## src/rtl/masked_inv_sbox_layer_serial_if.sv

```systemverilog
// Handshake and share bus for the serial masked inverse S-box layer.
// The controller drives start, the input shares and fresh randomness; the layer returns status and output shares.
interface masked_inv_sbox_layer_serial_if #(
    parameter int RW = 8
);
    logic          start;
    logic [63:0]   in_s1;
    logic [63:0]   in_s2;
    logic [63:0]   in_s3;
    logic [RW-1:0] rnd;
    logic          busy;
    logic          done;
    logic [63:0]   out_s1;
    logic [63:0]   out_s2;
    logic [63:0]   out_s3;

    modport master (
        output start, in_s1, in_s2, in_s3, rnd,
        input  busy, done, out_s1, out_s2, out_s3
    );

    modport slave (
        input  start, in_s1, in_s2, in_s3, rnd,
        output busy, done, out_s1, out_s2, out_s3
    );
endinterface

```

## src/rtl/masked_inv_sbox_layer_serial.sv

```systemverilog
// Three-share masked inverse PRESENT/LED S-box layer, one nibble per cycle through a
// 3-stage non-complete pipeline: quadratic terms, then cubic terms, then share-local recombination.
module masked_inv_sbox_layer_serial #(
    parameter int RW = 8
) (
    input  logic                         clk,
    input  logic                         rst,
    masked_inv_sbox_layer_serial_if.slave bus
);
    typedef enum logic [1:0] {S_IDLE, S_FEED, S_DRAIN, S_DONE} state_t;

    state_t state_reg, state_next;
    logic [3:0] cnt_reg, cnt_next;
    logic busy_c, done_c, load_en, feed_en;

    logic [RW-1:0] rnd_w;
    assign rnd_w = bus.rnd;

    // Share vectors are 3 bits wide: bit 0 = share 1, bit 1 = share 2, bit 2 = share 3.
    // Output share j of a product never touches input share j.
    function automatic logic [2:0] ti_and(input logic [2:0] x, input logic [2:0] y);
        ti_and = {x[0] & y[0] ^ x[0] & y[1] ^ x[1] & y[0],
                  x[2] & y[2] ^ x[2] & y[0] ^ x[0] & y[2],
                  x[1] & y[1] ^ x[1] & y[2] ^ x[2] & y[1]};
    endfunction

    function automatic logic [2:0] ti_lin(input logic [2:0] x);
        ti_lin = {x[0], x[2], x[1]};
    endfunction

    // Two random bits whose three-way XOR cancels, so the unmasked value is untouched.
    function automatic logic [2:0] refresh(input logic [2:0] z, input logic [1:0] r);
        refresh = z ^ {r[0] ^ r[1], r[1], r[0]};
    endfunction

    // ---------------- control FSM ----------------
    always_ff @(posedge clk) begin
        if (rst) begin
            state_reg <= S_IDLE;
            cnt_reg   <= 4'd0;
        end else begin
            state_reg <= state_next;
            cnt_reg   <= cnt_next;
        end
    end

    always_comb begin
        state_next = state_reg;
        cnt_next   = cnt_reg;
        case (state_reg)
            S_IDLE: begin
                if (bus.start) begin
                    state_next = S_FEED;
                    cnt_next   = 4'd0;
                end
            end
            S_FEED: begin
                if (cnt_reg == 4'd15) begin
                    state_next = S_DRAIN;
                    cnt_next   = 4'd0;
                end else begin
                    cnt_next = cnt_reg + 4'd1;
                end
            end
            S_DRAIN: begin
                if (cnt_reg == 4'd2) begin
                    state_next = S_DONE;
                    cnt_next   = 4'd0;
                end else begin
                    cnt_next = cnt_reg + 4'd1;
                end
            end
            S_DONE:  state_next = S_IDLE;
            default: state_next = S_IDLE;
        endcase
    end

    always_comb begin
        busy_c  = 1'b0;
        done_c  = 1'b0;
        load_en = 1'b0;
        feed_en = 1'b0;
        case (state_reg)
            S_IDLE:  load_en = bus.start;
            S_FEED:  begin busy_c = 1'b1; feed_en = 1'b1; end
            S_DRAIN: busy_c = 1'b1;
            S_DONE:  done_c = 1'b1;
            default: ;
        endcase
    end

    assign bus.busy = busy_c;
    assign bus.done = done_c;

    // ---------------- per-share shift registers ----------------
    logic [2:0][63:0] in_bus;
    logic [2:0][63:0] out_bus;
    logic [2:0]       a_v, b_v, c_v, d_v;
    logic [3:0][2:0]  q1_reg, q2_reg;
    logic [2:0]       pab_reg, pac_reg, c_reg, d_reg, u_reg, v_reg;
    logic             v1_reg, v2_reg;

    assign in_bus = {bus.in_s3, bus.in_s2, bus.in_s1};

    genvar gi;
    generate
        for (gi = 0; gi < 3; gi++) begin : g_share
            logic [63:0] in_sh_reg;
            logic [63:0] out_sh_reg;
            logic [3:0]  out_nib;
            // The S-box constant is folded into share 1 only.
            localparam logic ONE_C = (gi == 0) ? 1'b1 : 1'b0;

            always_ff @(posedge clk) begin
                if (rst) begin
                    in_sh_reg <= 64'd0;
                end else if (load_en) begin
                    in_sh_reg <= in_bus[gi];
                end else if (feed_en) begin
                    in_sh_reg <= {4'h0, in_sh_reg[63:4]};
                end
            end

            assign a_v[gi] = in_sh_reg[0];
            assign b_v[gi] = in_sh_reg[1];
            assign c_v[gi] = in_sh_reg[2];
            assign d_v[gi] = in_sh_reg[3];

            // Stage 3: each output share uses only its own share index.
            assign out_nib = {q2_reg[3][gi] ^ u_reg[gi],
                              q2_reg[2][gi] ^ u_reg[gi] ^ v_reg[gi] ^ ONE_C,
                              q2_reg[1][gi] ^ u_reg[gi] ^ v_reg[gi],
                              q2_reg[0][gi] ^ ONE_C};

            always_ff @(posedge clk) begin
                if (rst) begin
                    out_sh_reg <= 64'd0;
                end else if (v2_reg) begin
                    out_sh_reg <= {out_nib, out_sh_reg[63:4]};
                end
            end

            assign out_bus[gi] = out_sh_reg;
        end
    endgenerate

    assign bus.out_s1 = out_bus[0];
    assign bus.out_s2 = out_bus[1];
    assign bus.out_s3 = out_bus[2];

    // ---------------- stage 1: linear + quadratic part of invS ----------------
    // invS ANF (a=bit0 .. d=bit3), constants added in stage 3:
    //   y0 = a^c^bd                    y1 = a^b^d^ac^bd^cd  ^ abc^abd^acd
    //   y2 = d^ab^ac^bc^ad^bd ^ abc^abd^acd    y3 = a^b^c^d^ab ^ abc^acd
    logic [2:0] y0_s, y1_s, y2_s, y3_s, ab_s, ac_s;

    assign ab_s = ti_and(a_v, b_v);
    assign ac_s = ti_and(a_v, c_v);
    assign y0_s = ti_lin(a_v) ^ ti_lin(c_v) ^ ti_and(b_v, d_v);
    assign y1_s = ti_lin(a_v) ^ ti_lin(b_v) ^ ti_lin(d_v) ^ ac_s
                ^ ti_and(b_v, d_v) ^ ti_and(c_v, d_v);
    assign y2_s = ti_lin(d_v) ^ ab_s ^ ac_s ^ ti_and(b_v, c_v)
                ^ ti_and(a_v, d_v) ^ ti_and(b_v, d_v);
    assign y3_s = ti_lin(a_v) ^ ti_lin(b_v) ^ ti_lin(c_v) ^ ti_lin(d_v) ^ ab_s;

    always_ff @(posedge clk) begin
        if (rst) begin
            v1_reg  <= 1'b0;
            q1_reg  <= '0;
            pab_reg <= 3'd0;
            pac_reg <= 3'd0;
            c_reg   <= 3'd0;
            d_reg   <= 3'd0;
        end else begin
            v1_reg <= feed_en;
            if (feed_en) begin
                q1_reg  <= {y3_s, y2_s, y1_s, y0_s};
                pab_reg <= refresh(ab_s, rnd_w[1:0]);
                pac_reg <= refresh(ac_s, rnd_w[3:2]);
                c_reg   <= c_v;
                d_reg   <= d_v;
            end
        end
    end

    // ---------------- stage 2: cubic terms U = abc^acd, V = abd ----------------
    always_ff @(posedge clk) begin
        if (rst) begin
            v2_reg <= 1'b0;
            q2_reg <= '0;
            u_reg  <= 3'd0;
            v_reg  <= 3'd0;
        end else begin
            v2_reg <= v1_reg;
            if (v1_reg) begin
                q2_reg <= q1_reg;
                u_reg  <= refresh(ti_and(pab_reg, c_reg) ^ ti_and(pac_reg, d_reg), rnd_w[5:4]);
                v_reg  <= refresh(ti_and(pab_reg, d_reg), rnd_w[7:6]);
            end
        end
    end
endmodule

```

## src/flat_wrapper.sv

```systemverilog
// flat-port wrapper written by rule: the top's interface ports become plain ports
module masked_inv_sbox_layer_serial_flat 
#(
    parameter int RW = 8
)
  (clk, rst, bus_start, bus_in_s1, bus_in_s2, bus_in_s3, bus_rnd, bus_busy, bus_done, bus_out_s1, bus_out_s2, bus_out_s3);
  masked_inv_sbox_layer_serial_if #(.RW(RW)) bus_i ();
  input  logic clk;
  input  logic rst;
  input wire logic [$bits(bus_i.start)-1:0] bus_start;
  input wire logic [$bits(bus_i.in_s1)-1:0] bus_in_s1;
  input wire logic [$bits(bus_i.in_s2)-1:0] bus_in_s2;
  input wire logic [$bits(bus_i.in_s3)-1:0] bus_in_s3;
  input wire logic [$bits(bus_i.rnd)-1:0] bus_rnd;
  output wire logic [$bits(bus_i.busy)-1:0] bus_busy;
  output wire logic [$bits(bus_i.done)-1:0] bus_done;
  output wire logic [$bits(bus_i.out_s1)-1:0] bus_out_s1;
  output wire logic [$bits(bus_i.out_s2)-1:0] bus_out_s2;
  output wire logic [$bits(bus_i.out_s3)-1:0] bus_out_s3;
  assign bus_i.start = bus_start;
  assign bus_i.in_s1 = bus_in_s1;
  assign bus_i.in_s2 = bus_in_s2;
  assign bus_i.in_s3 = bus_in_s3;
  assign bus_i.rnd = bus_rnd;
  assign bus_busy = bus_i.busy;
  assign bus_done = bus_i.done;
  assign bus_out_s1 = bus_i.out_s1;
  assign bus_out_s2 = bus_i.out_s2;
  assign bus_out_s3 = bus_i.out_s3;
  masked_inv_sbox_layer_serial #(.RW(RW)) u_core (.clk(clk), .rst(rst), .bus(bus_i));
endmodule
```

## config.mk

```make
export PLATFORM = sky130hd
export DESIGN_NAME = masked_inv_sbox_layer_serial_flat
export DESIGN_NICKNAME = d
export VERILOG_FILES = /design/src/rtl/masked_inv_sbox_layer_serial_if.sv /design/src/rtl/masked_inv_sbox_layer_serial.sv /design/src/flat_wrapper.sv
export SDC_FILE = /design/constraint.sdc
export NUM_CORES = 1
export LEC_CHECK = 0
export ABC_AREA = 1
export BUFFER_PORTS_ARGS = -buffer_cell sky130_fd_sc_hd__buf_2
export CORE_MARGIN = 2
export CORE_UTILIZATION = 40
export DETAILED_ROUTE_END_ITERATION = 7
export GPL_TIMING_DRIVEN = 0
export PLACE_DENSITY_LB_ADDON = 0.15
export SLEW_MARGIN = 20
export SYNTH_ARGS = -nofsm -noshare
export SYNTH_HDL_FRONTEND = slang
export SYNTH_SLANG_ARGS = --single-unit
```

## constraint.sdc

```tcl
create_clock -name clk -period 2.1 [get_ports clk]
set_input_delay 0.42 -clock clk [delete_from_list [all_inputs] [get_ports clk]]
set_output_delay 0.42 -clock clk [all_outputs]
set_load 0.02 [all_outputs]
```

After elaboration in Yosys (flattened, before gate mapping)
Cells that the tools add are included.

Register bits: 434. Bits of input ports: 203. Word-level logic and storage cells: 233.

Add/sub/neg operators: 1. Equal/unequal tests: 8. Mux-type cells: 18. Bitwise logic cells: 176. Reduce and logical (&&, ||, !) cells: 6.

Operator list (count): $mux W64 (6); $and A1 B1 Y1 (81); $xor A1 B1 Y1 (73); $xor A3 B3 Y3 (20); $mux W4 (3); $pmux W4 S3 (1); $pmux W2 S4 (1); $mux W2 (3); $add A4 B1 Y4 const B (1); $eq A2 B2 Y1 const B (2); $eq A4 B2 Y1 const B (1); $eq A4 B4 Y1 const B (1); $mux W1 (4); $ne A2 B1 Y1 const B (2); $reduce_and A3 Y1 (1); $reduce_bool A3 Y1 (1); $eq A2 B1 Y1 const B (1); $logic_not A2 Y1 (1); $ne A2 B2 Y1 const B (1); $not A1 Y1 (2); $reduce_and A2 Y1 (1); $reduce_bool A2 Y1 (1); $reduce_or A2 Y1 (1).

Longest topological paths before layout
Gate-level depths: netlist of the first run.

Word-level depth: 8. Depth in mapped cells: 14. Depth with buffers taken out: 14.

Worst setup path before layout of the first run
Ideal clock, no wire load.

Path kind: register -> register. From: register u_core.state_reg[0]. To: register u_core.g_share[0].in_sh_reg[38]. Library setup time: 74 ps. Arrival time: 1520 ps. Slack: 505 ps. Cell stages (with the launch flop): 9. Buffers on the path: 3. Cell sequence: dfxtp_1 inv_1 ha_1 nand2_1 buf_4 buf_4 clkbuf_1 nand3_1 a31oi_1.

Word-level cells in the longest chain between the ends: 3. Elaborated cells on any way between the ends: 6.

RTL lines: from (decl) (line masked_inv_sbox_layer_serial.sv:12) `state_t state_reg, state_next;`; from (signal assigned) (line masked_inv_sbox_layer_serial.sv:42) `state_reg <= state_next;`; $eq A2 B1 Y1 or $logic_not A2 Y1 (tied branches) (line masked_inv_sbox_layer_serial.sv:83) `case (state_reg)`; $mux W1 (line masked_inv_sbox_layer_serial.sv:83); $reduce_bool A2 Y1 (no line) or $mux W64 (tied branches); to (signal assigned) (line masked_inv_sbox_layer_serial.sv:118) `in_sh_reg <= in_bus[gi];`; to (signal assigned) (line masked_inv_sbox_layer_serial.sv:120) `in_sh_reg <= {4'h0, in_sh_reg[63:4]};`; to (decl) (line masked_inv_sbox_layer_serial.sv:108) `logic [63:0] in_sh_reg;`.

Several ways; a longest one is shown, not always the timed one. A chain may end at the register's enable or synchronous reset.

Final worst setup path of the first run
From: register u_core.state_reg[0]. To: output bus_busy.

Word-level cells in the longest chain between the ends: 3. Elaborated cells on any way between the ends: 4.

RTL lines: $eq A2 B2 Y1 or $eq A2 B1 Y1 (tied branches) (line masked_inv_sbox_layer_serial.sv:83); $reduce_or A2 Y1 (no line) *; $mux W1 * (line masked_inv_sbox_layer_serial.sv:83); to (decl) (line flat_wrapper.sv:15) `output wire logic [$bits(bus_i.busy)-1:0] bus_busy;`.

Mark *: on every way between the ends. The rest lies on a longest branch, timed or not.

==> reports/qor.csv, run 1 <==
stage;metric;value;unit
critical_path;crit end category;output port;
worst_hold_path;Hold Crit Depth;3;
die;Die X-Extent;216;µm
clocking;TritonCTS Buffers;47;
synthesis;Synth Warn #;0;
clocking;CTS sink cnt;434;
synthesis;simple-gate share of the synthesized area;25.8;%
power_and_ir_drop;Leak;10.4;nW
power_and_ir_drop;peak supply drop;0.683;mV
global_routing;vias in the first global route;17100;
synthesis;flops & latches, synth;434;
clocking;PostCTS Resize Cnt;4;
detailed_routing;drt pass-1 iters;7;
sta;Tmin final;1.99;ns
synthesis;post-synthesis adder-cell area fraction;0.901;%
sta;Slew Limit Fails;0;
synthesis;synth cell count leaders;nand2_1 (536), dfxtp_1 (434), nor2_1 (418);
detailed_routing;routed len/inst;15.7;µm
synthesis;mux cell area share after synthesis;0.0555;%
synthesis;Synth top area share;48.1;%
clocking;Setup Fix Bufs, Post-CTS;0;
synthesis;Compound-Gate Fraction of Synth Area;16.2;%
power_and_ir_drop;P per Cell Area;1280;mW/mm²
die;starting density of the core;40.6;%
placed_design;placed cell count;3468;
sta;period utilisation layout;94.9;%
critical_path;crit path DAT;1.57;ns
finish;max reg flops;192;
clocking;Worst-Skew Late Latency;0.58;ns
finish;fin cells;3559;
detailed_routing;post-route ant nets;0;
worst_hold_path;Hold Crit Class;input pin to flop;
clocking;Clk pin slew, worst setup/hold paths;0.06;ns
sta;Rel. slew slack;53.3;%
synthesis;syn_area_per_cell;7.27;µm²
critical_path;flop2flop setup slack;0.12;ns
synthesis;EDFF count, synth;0;
clocking;CTS HTree Levels;2;
clocking;CTS root buffer;clkbuf_16;
critical_path;crit-path cells;inv_1, ha_4, clkbuf_4;
die;io pins;397;
finish;layout cells sized above 1;19.1;%
detailed_routing;vias per std cell;5.09;
detailed_routing;total wire length;56000;µm
worst_hold_path;hold path start;bus_in_s1[61];
die;Core Footprint;0.0444;mm²
critical_path;highest-delay cell along the critical path;dfxtp_1;
synthesis;Synth Flop Type;dfxtp_1;
flow_run;Max Cap Violations;0;
clocking;Max clock buf depth;3;
clocking;hold-fix buffers at CTS;0;
die;area of the die;0.0468;mm²
sta;final hold vios;0;
synthesis;syn_nets;2697;
finish;area grow syn2layout;24.0;%
sta;Setup Viol. Count Final;0;
placed_design;Post-DP HPWL;42200;µm
synthesis;count leader, synth;nand2_1;
synthesis;post-synthesis async set-or-reset flop share;0;%
detailed_routing;Remaining DRCs;0;
detailed_routing;Initial DRC Count;1327;
global_routing;largest net degree at the start of global routing;14;
finish;multi-input logic area;0.00816;mm²
global_routing;initial antenna violation count;24;
critical_path;R2R cell count;7;
synthesis;sequential area share after synthesis;48.1;%
critical_path;Setup CP Type;flop to output port;
sta;Slew @ Worst Pin;0.700;ns
synthesis;main combinational cell family by area after synthesis;simple AND/OR/NAND/NOR gates;
placed_design;port bufs;395;
global_routing;global-route wire length before repair;88300;µm
placed_design;Final GP Congestion;0.878;
die;die span in y;216;µm
die;Row Count;77;
clocking;CTS tree;done;
critical_path;Setup crit start kind;flop;
synthesis;synth unique cells;30;
finish;Fillers;4457;
worst_hold_path;Worst Hold Path EP;u_core.g_share[0].in_sh_reg[61]$_SDFFE_PP0P_;
sta;fmax;502;MHz
sta;Final TNS setup;0;ns
finish;fin nets;3141;
critical_path;Worst Path Required;1.68;ns
synthesis;Synth Instances;2481;
global_routing;gr usage total;23.2;%
sta;RSZ-0062 raised after global routing;yes;
critical_path;worst reg2reg path startpoint;u_core.state_reg[1]$_SDFFE_PP0P_;
critical_path;Crit path largest cell delay;0.39;ns
detailed_routing;via count;18100;
critical_path;Reg-to-Reg End;u_core.g_share[2].in_sh_reg[40]$_SDFFE_PP0P_;
global_routing;remaining global-route overflow;0;
synthesis;post-synth top area cell;dfxtp_1;
synthesis;top cells by area, synth;dfxtp_1 (48%), nand2_1 (11%), nor2_1 (8.7%), o21ai_0 (7.1%), a31oi_1 (5.8%);
status;status;finished clean;
sta;skew final;0.0134;ns
synthesis;Synth Area in XOR/XNOR;2.14;%
critical_path;critical path fanouts, max;4;
finish;sequential cell area;0.00869;mm²
synthesis;synthesized area;0.0180;mm²
[kinds of logic after synthesis]
group | count (synthesis)
AND/OR/NAND/NOR | 1168
AO/OA/AOI/OAI | 531
flip-flops | 434
buffers and inverters | 290
XOR/XNOR | 44
adder cells (fa/ha/maj) | 13
multiplexers | 1
[layer usage]
| layer | global-route usage [%] | vias to the layer above | share of wire (%) |
|---|---|---|---|
| li1 | - | 9089 | - |
| met1 | 29.0 | 8340 | 43 |
| met2 | 39.2 | 547 | 47 |
| met3 | 5.95 | 103 | 7.1 |
| met4 | 7.03 | 32 | 2.3 |
| met5 | 0 | - | 0.38 |
[cell usage in the layout (no fill, tap or decap), drive strengths merged, types with 3 or more instances in the layout]
master,n
xor2,26
diode,9
o221ai,4
dfxtp,434
nor2,419
xnor2,18
buf,452
inv,99
nand3,205
bufinv,3
o21ai,259
nand2,540
clkinv,9
clkbuf,202
a31oi,168
ha,13
a21oi,96
[cell type report]
type,count,share of cell area (%)
Antenna cell,9,0.101
Sequential cell,434,38.8
Inverter,99,1.67
Multi-Input combinational cell,1757,36.4
Clock inverter,14,0.738
Timing Repair Buffer,395,8.84
Buffer,191,4.01
Clock buffer,68,6.06
Tap cell,592,3.31
[worst max-delay path, delay by kind of cell, from the launching register on]
family	cells	cell delay, ns
DFF	1	0.39
adders and majority gates	1	0.31
buffers and inverters	2	0.30
[stage by stage]
step           util, %  setup WS, ns  instance area, µm²  hold WS [ns]  power [mW]
4_1_cts           50.2        0.0107               22300        0.0719        28.7
2_1_floorplan        -         0.505               18000         0.405        17.5
6_report          50.4         0.106               22400         0.101        28.7
3_3_place_gp      46.8        -0.184               20800         0.429        20.2
5_1_grt           50.4       -0.0130               22400        0.0856        30.5
3_5_place_dp      46.8        -0.204               20800         0.434        20.4
[report_power, final]
part | switching [mW] | leakage [nW] | internal (mW)
clock | 3.40 | 0.745 | 4.84
combinational | 6.24 | 6.10 | 3.22
sequential | 1.12 | 3.54 | 9.85
[worst max path at each step]
stage | slack [ns] | startpoint | to
2_1_floorplan | 0.51 | u_core.state_reg[0]$_SDFFE_PP0P_ | u_core.g_share[0].in_sh_reg[38]$_SDFFE_PP0P_
5_1_grt | -0.01 | u_core.state_reg[1]$_SDFFE_PP0P_ | u_core.g_share[0].in_sh_reg[23]$_SDFFE_PP0P_
3_3_place_gp | -0.18 | rst | u_core.v2_reg$_SDFF_PP0_
3_5_place_dp | -0.20 | rst | u_core.v1_reg$_SDFF_PP0_
4_1_cts | 0.01 | u_core.state_reg[0]$_SDFFE_PP0P_ | bus_busy
6_report | 0.11 | u_core.state_reg[0]$_SDFFE_PP0P_ | bus_busy
(Power assumes the default switching activity.)
==> inputs of run 2 (changes only) <==
CORE_UTILIZATION = 38   (was 40)
==> reports/qor.csv, run 2 (synthesis gave the netlist of run 1 again) <==
stage;metric;value;unit;change
critical_path;crit-path cells;inv_1, ha_1, buf_4;;
critical_path;Crit path buffers/inverters;2;;unchanged
clocking;CTS root buffer;clkbuf_16;;
power_and_ir_drop;Leak;10.4;nW;about the same
clocking;CTS tree;done;;
finish;fin nets;3143;;+0.064%
die;die span in y;222;µm;+2.6%
critical_path;worst reg2reg path startpoint;u_core.state_reg[1]$_SDFFE_PP0P_;;
global_routing;gr usage total;22.2;%;-0.98 points
sta;Slew @ Worst Pin;0.682;ns;-0.0183 ns
critical_path;instance count on the critical path;3;;unchanged
die;Die X-Extent;222;µm;+2.6%
die;io pins;397;;unchanged
critical_path;R2R cell count;7;;unchanged
critical_path;critical path fanouts, max;4;;unchanged
die;Core Footprint;0.0468;mm²;+5.3%
global_routing;global-route wire length before repair;89200;µm;+0.95%
power_and_ir_drop;P per Cell Area;1280;mW/mm²;about the same
global_routing;vias in the first global route;17000;;-0.93%
finish;area grow syn2layout;24.3;%;
sta;fmax;494;MHz;-1.4%
placed_design;Final GP Congestion;0.858;;-2.3%
clocking;TritonCTS Buffers;49;;+4.3%
die;area of the die;0.0493;mm²;+5.2%
critical_path;Crit path largest cell delay;0.38;ns;about the same
sta;Tmin final;2.02;ns;+0.0287 ns
flow_run;Max Cap Violations;0;;unchanged
placed_design;port bufs;395;;unchanged
critical_path;Setup crit end;bus_busy;;
worst_hold_path;Hold Crit Class;input pin to flop;;
placed_design;Post-DP HPWL;43000;µm;+1.9%
sta;Slew Limit Fails;0;;unchanged
finish;most frequent cells in the layout;nand2_1 (536), dfxtp_1 (434), buf_2 (423), nor2_1 (418), o21ai_0 (257);;
status;status;finished clean;;
clocking;Max clock buf depth;3;;unchanged
global_routing;largest net degree at the start of global routing;14;;unchanged
sta;Final Worst Setup Slack;0.0775;ns;-0.0287 ns
clocking;Clk pin slew, worst setup/hold paths;0.06;ns;about the same
clocking;Setup Fix Bufs, Post-CTS;0;;unchanged
clocking;hold-fix buffers at CTS;0;;unchanged
sta;RSZ-0062 raised after global routing;yes;;
critical_path;highest-delay cell along the critical path;dfxtp_1;;
finish;most common cell after layout, fill and taps aside;nand2_1;;
critical_path;Worst Path Required;1.68;ns;about the same
detailed_routing;drt pass-1 iters;5;;-2
clocking;CTS sink cnt;434;;unchanged
critical_path;crit path launch;u_core.state_reg[0]$_SDFFE_PP0P_;;
sta;Setup Viol. Count Final;0;;unchanged
clocking;CTS HTree Levels;2;;unchanged
finish;Fillers;4760;;+6.8%
critical_path;Setup crit start kind;flop;;
sta;Rel. slew slack;54.5;%;+1.2 points
detailed_routing;vias per std cell;5.05;;-0.76%
finish;layout cells sized above 1;18.9;%;-0.15 points
sta;final hold vios;0;;unchanged
critical_path;Top delay family on crit path;flip-flops;;
sta;period utilisation layout;96.3;%;+1.4 points
detailed_routing;Initial DRC Count;1060;;-20%
detailed_routing;routed len/inst;15.8;µm;+0.50%
finish;max reg flops;192;;unchanged
critical_path;crit path DAT;1.60;ns;+0.03 ns
global_routing;initial antenna violation count;28;;+17%
critical_path;crit end category;output port;;
detailed_routing;total wire length;56700;µm;+1.2%
clocking;Worst-Skew Late Latency;0.59;ns;about the same
die;Row Count;79;;+2.6%
placed_design;Place WS;-0.198;ns;+0.00594 ns
critical_path;flop2flop setup slack;0.18;ns;+0.06 ns
critical_path;Reg-to-Reg End;u_core.g_share[2].in_sh_reg[36]$_SDFFE_PP0P_;;
sta;skew final;0.0176;ns;+0.00417 ns
detailed_routing;Remaining DRCs;0;;unchanged
detailed_routing;post-route ant nets;0;;unchanged
die;starting density of the core;38.6;%;-2.0 points
detailed_routing;via count;18100;;-0.061%
power_and_ir_drop;peak supply drop;0.677;mV;-0.81%
global_routing;remaining global-route overflow;0;;unchanged
sta;worst hold slack;0.0893;ns;-0.0120 ns
critical_path;Setup CP Type;flop to output port;;
==> run 2: layer usage <==
metal / routed length, µm / vias up / track usage, %
li1: - / 9122 / -
met1: 24700 / 8313 / 27.9
met2: 26500 / 513 / 37.7
met3: 4110 / 116 / 5.95
met4: 1110 / 36 / 5.43
met5: 242 / - / 0
==> run 2: worst min path at each step <==
stage,from,end,slack (ns),depth (start not counted)
4_1_cts,bus_in_s1[60],u_core.g_share[0].in_sh_reg[60]$_SDFFE_PP0P_,0.07,3
3_3_place_gp,u_core.q2_reg[0]$_SDFFE_PP0P_,u_core.bus.out_s1[60]$_SDFFE_PP0P_,0.42,1
2_1_floorplan,u_core.q2_reg[0]$_SDFFE_PP0P_,u_core.bus.out_s1[60]$_SDFFE_PP0P_,0.40,1
6_report,bus_in_s1[60],u_core.g_share[0].in_sh_reg[60]$_SDFFE_PP0P_,0.09,3
5_1_grt,bus_in_s2[32],u_core.g_share[1].in_sh_reg[32]$_SDFFE_PP0P_,0.09,3
3_5_place_dp,u_core.q2_reg[0]$_SDFFE_PP0P_,u_core.bus.out_s1[60]$_SDFFE_PP0P_,0.43,1
==> run 2: where the power goes <==
part / total, mW / leakage (nW) / switching [mW] / internal [mW]
Sequential: 11.0 / 3.54 / 1.12 / 9.85
Combinational: 9.42 / 6.07 / 6.25 / 3.18
Clock: 8.31 / 0.783 / 3.49 / 4.82
Total: 28.7 / 10.4 / 10.9 / 17.8
==> run 2: worst min-delay path, cell delays in order <==
cell     delay [ns]
buf_2          0.10
nand2_1        0.05
a21oi_1        0.05
==> run 2: stage by stage <==
| step | power (mW) | cells | area, µm² | util [%] | setup TNS (ns) |
|---|---|---|---|---|---|
| final | 28.7 | 3584 | 22400 | 48.0 | 0 |
| after floorplan | 17.5 | 2481 | 18000 | - | 0 |
| after global placement | 20.3 | 3483 | 20800 | 44.5 | -5.15 |
| after global routing | 30.6 | 3577 | 22400 | 47.9 | -0.0144 |
| after detailed placement | 20.4 | 3483 | 20800 | 44.5 | -5.05 |
| after CTS | 28.8 | 3573 | 22400 | 47.8 | 0 |
==> run 2: final cells by class <==
class	instances	area, µm²	share of cell area [%]
clock buffer	71	1420	6.33
inverter	99	374	1.67
antenna	11	27.5	0.123
multi-input combinational	1757	8140	36.3
sequential	434	8690	38.7
tap	607	759	3.39
clock inverter	19	149	0.664
buffer	191	886	3.95
timing repair buffer	395	1980	8.83
==> run 2: timing repair <==
item / in CTS / in global routing
endpoints found under the setup margin: 87 / 159
cloned: 0 / 0
gates resized for setup: 2 / 36
==> inputs of run 3 (changes only) <==
REMOVE_ABC_BUFFERS = 1   (was not set)
==> reports/qor.csv, run 3 (synthesis gave the netlist of run 1 again) <==
stage;metric;value;unit;change
status;status;finished clean;;
power_and_ir_drop;Clock power frac;28.0;%;-1.0 points
die;area of the die;0.0493;mm²;unchanged
finish;max reg flops;192;;unchanged
clocking;hold-fix buffers at CTS;0;;unchanged
worst_hold_path;Hold Crit Class;input pin to flop;;
finish;fin cells;3437;;-4.1%
global_routing;gr usage total;21.4;%;-0.82 points
power_and_ir_drop;Power Internal;18.4;mW;+3.2%
global_routing;largest net degree at the start of global routing;151;;+137
critical_path;critical path fanouts, max;16;;+12
critical_path;crit path DAT;2.39;ns;+0.79 ns
sta;final hold vios;0;;unchanged
worst_hold_path;Worst Hold Path EP;u_core.g_share[0].in_sh_reg[62]$_SDFFE_PP0P_;;
global_routing;met1 usage;26.6;%;-1.3 points
flow_run;Max Cap Violations;0;;unchanged
detailed_routing;routed len/inst;16.0;µm;+0.90%
critical_path;Setup crit start kind;flop;;
clocking;Clk pin slew, worst setup/hold paths;0.06;ns;about the same
detailed_routing;drt pass-1 iters;5;;unchanged
clocking;CTS tree;done;;
sta;RSZ-0062 raised after global routing;no;;
power_and_ir_drop;NetSw;11.2;mW;+2.7%
detailed_routing;Initial DRC Count;1394;;+32%
worst_hold_path;Hold Crit Depth;3;;unchanged
detailed_routing;post-route ant nets;0;;unchanged
die;Core Footprint;0.0468;mm²;unchanged
power_and_ir_drop;sequential power share;37.5;%;-0.7 points
critical_path;Worst Path Required;2.53;ns;+0.85 ns
clocking;Worst-Skew Late Latency;0.59;ns;about the same
die;Row Count;79;;unchanged
global_routing;vias in the first global route;16400;;-3.6%
power_and_ir_drop;Comb power frac;34.5;%;+1.7 points
die;Die X-Extent;222;µm;unchanged
finish;fin nets;2996;;-4.7%
placed_design;Final GP Congestion;0.787;;-8.3%
die;die span in y;222;µm;unchanged
sta;skew final;0.0151;ns;-0.00250 ns
clocking;Max clock buf depth;3;;unchanged
global_routing;initial antenna violation count;28;;unchanged
finish;layout cells sized above 1;19.2;%;+0.30 points
sta;Tmin final;1.96;ns;-0.0583 ns
power_and_ir_drop;peak supply drop;0.653;mV;-3.5%
clocking;CTS sink cnt;434;;unchanged
die;starting density of the core;38.6;%;unchanged
power_and_ir_drop;P per Cell Area;1310;mW/mm²;+2.5%
critical_path;flop2flop setup slack;0.14;ns;-0.04 ns
sta;fmax;509;MHz;+3.0%
critical_path;crit end category;flop;;
sta;Final Worst Setup Slack;0.136;ns;+0.0583 ns
worst_hold_path;hold path start;bus_in_s1[62];;
global_routing;GRT busiest layer;met2;;
clocking;CTS HTree Levels;2;;unchanged
sta;Setup Viol. Count Final;0;;unchanged
power_and_ir_drop;switch share;37.7;%;-0.12 points
critical_path;worst reg2reg path startpoint;u_core.state_reg[1]$_SDFFE_PP0P_;;
power_and_ir_drop;Leak;10.4;nW;about the same
sta;Rel. slew slack;47.3;%;-7.2 points
placed_design;Post-DP HPWL;31500;µm;-27%
finish;most frequent cells in the layout;nand2_1 (534), dfxtp_1 (430), nor2_1 (418), buf_2 (395), o21ai_0 (257);;
die;io pins;397;;unchanged
detailed_routing;total wire length;54800;µm;-3.2%
critical_path;R2R cell count;10;;+3
detailed_routing;Remaining DRCs;0;;unchanged
critical_path;Reg-to-Reg End;u_core.g_share[1].in_sh_reg[34]$_SDFFE_PP0P_;;
placed_design;Place WS;-1.34;ns;-1.14 ns
global_routing;met2 usage;35.8;%;-1.9 points
power_and_ir_drop;Final Total Pwr;29.6;mW;+3.0%
detailed_routing;vias per std cell;5.11;;+1.1%
placed_design;port bufs;396;;+0.25%
finish;area grow syn2layout;24.9;%;
global_routing;met3 Use GR;6.29;%;+0.34 points
global_routing;remaining global-route overflow;0;;unchanged
sta;period utilisation layout;93.5;%;-2.8 points
placed_design;placed cell count;3305;;-5.1%
critical_path;Setup CP Type;flop to flop;;
global_routing;global-route wire length before repair;87100;µm;-2.4%
detailed_routing;via count;17600;;-3.0%
clocking;CTS root buffer;clkbuf_16;;
clocking;TritonCTS Buffers;49;;unchanged
finish;most common cell after layout, fill and taps aside;nand2_1;;
sta;Slew Limit Fails;0;;unchanged
sta;Slew @ Worst Pin;0.789;ns;+0.107 ns
-- run 3: cell count changes in the layout (fill, tap and decap cells not counted), sizes merged --
cell / delta
inv: +2
diode: +3
buf: -32
clkinv: -5
clkbuf: -123
bufbuf: +5
nand2: +2
clkinvlp: +1
-- run 3: timing repair --
action,CTS,global route
buffers inserted,11,1
pin swaps,3,1
gates cloned,16,3
setup endpoints to repair,293,136
gates resized for setup,19,7
-- run 3: cell type report --
| cell class | count | area (µm²) |
|---|---|---|
| Inverter | 99 | 442 |
| Timing Repair inverter | 4 | 36.3 |
| Antenna cell | 14 | 35.0 |
| Clock inverter | 13 | 124 |
| Timing Repair Buffer | 433 | 2790 |
| Tap cell | 607 | 759 |
| Fill cell | 4695 | 24200 |
| Multi-Input combinational cell | 1759 | 8220 |
| Clock buffer | 74 | 1440 |
| Sequential cell | 434 | 8700 |
-- run 3: worst max-delay path by stage --
stage,startpoint,end,slack (ns),cells past startpoint
after floorplan,u_core.state_reg[0]$_SDFFE_PP0P_,u_core.g_share[0].in_sh_reg[0]$_SDFFE_PP0P_,-5.68,6
after global placement,u_core.state_reg[0]$_SDFFE_PP0P_,u_core.g_share[2].in_sh_reg[21]$_SDFFE_PP0P_,-12.14,6
after detailed placement,u_core.state_reg[1]$_SDFFE_PP0P_,u_core.g_share[1].in_sh_reg[63]$_SDFFE_PP0P_,-1.34,9
after CTS,u_core.state_reg[1]$_SDFFE_PP0P_,u_core.g_share[1].in_sh_reg[22]$_SDFFE_PP0P_,0.008,9
after global routing,u_core.g_share[1].in_sh_reg[2]$_SDFFE_PP0P_,u_core.q1_reg[6]$_SDFFE_PP0P_,0.004,12
final,u_core.state_reg[1]$_SDFFE_PP0P_,u_core.g_share[1].in_sh_reg[34]$_SDFFE_PP0P_,0.14,10
-- run 3: metrics by stage --
stage	cell area [µm²]	util (%)	hold slack, ns	setup TNS [ns]
after detailed placement	20300	43.5	0.426	-223.80
after global placement	19900	42.7	0.425	-4490.50
final	22500	48.2	0.0912	0
after global routing	22500	48.2	0.0825	0
after CTS	22400	47.9	0.0606	0
after floorplan	17200	-	0.407	-2121.26
-- run 3: critical path, cell delays in order, from the launching register on --
cell and delay [ns]:
dfxtp_1 0.34, inv_2 0.12, ha_4 0.19, nand2_8 0.12
buf_16 0.18, buf_16 0.14, nand2_8 0.11, clkinv_16 0.10
bufbuf_16 0.32, nand2_1 0.07, a31oi_1 0.07
-- run 3: power by group through the flow --
stage               clock [mW]  sequential (mW)  combinational, mW
global route              8.89             11.3               11.3
finish                    8.28             11.1               10.2
CTS                       8.53             11.1               10.1
detailed placement           0             11.2               8.76
global placement             0             9.91               4.87
floorplan                    0             10.8               4.76
-- run 3: layer usage --
layer  wire length (µm)  up-vias
li1                   -     8802
met3               4030      101
met5                185        -
met4               1070       32
met1              23600     8129
met2              25900      489
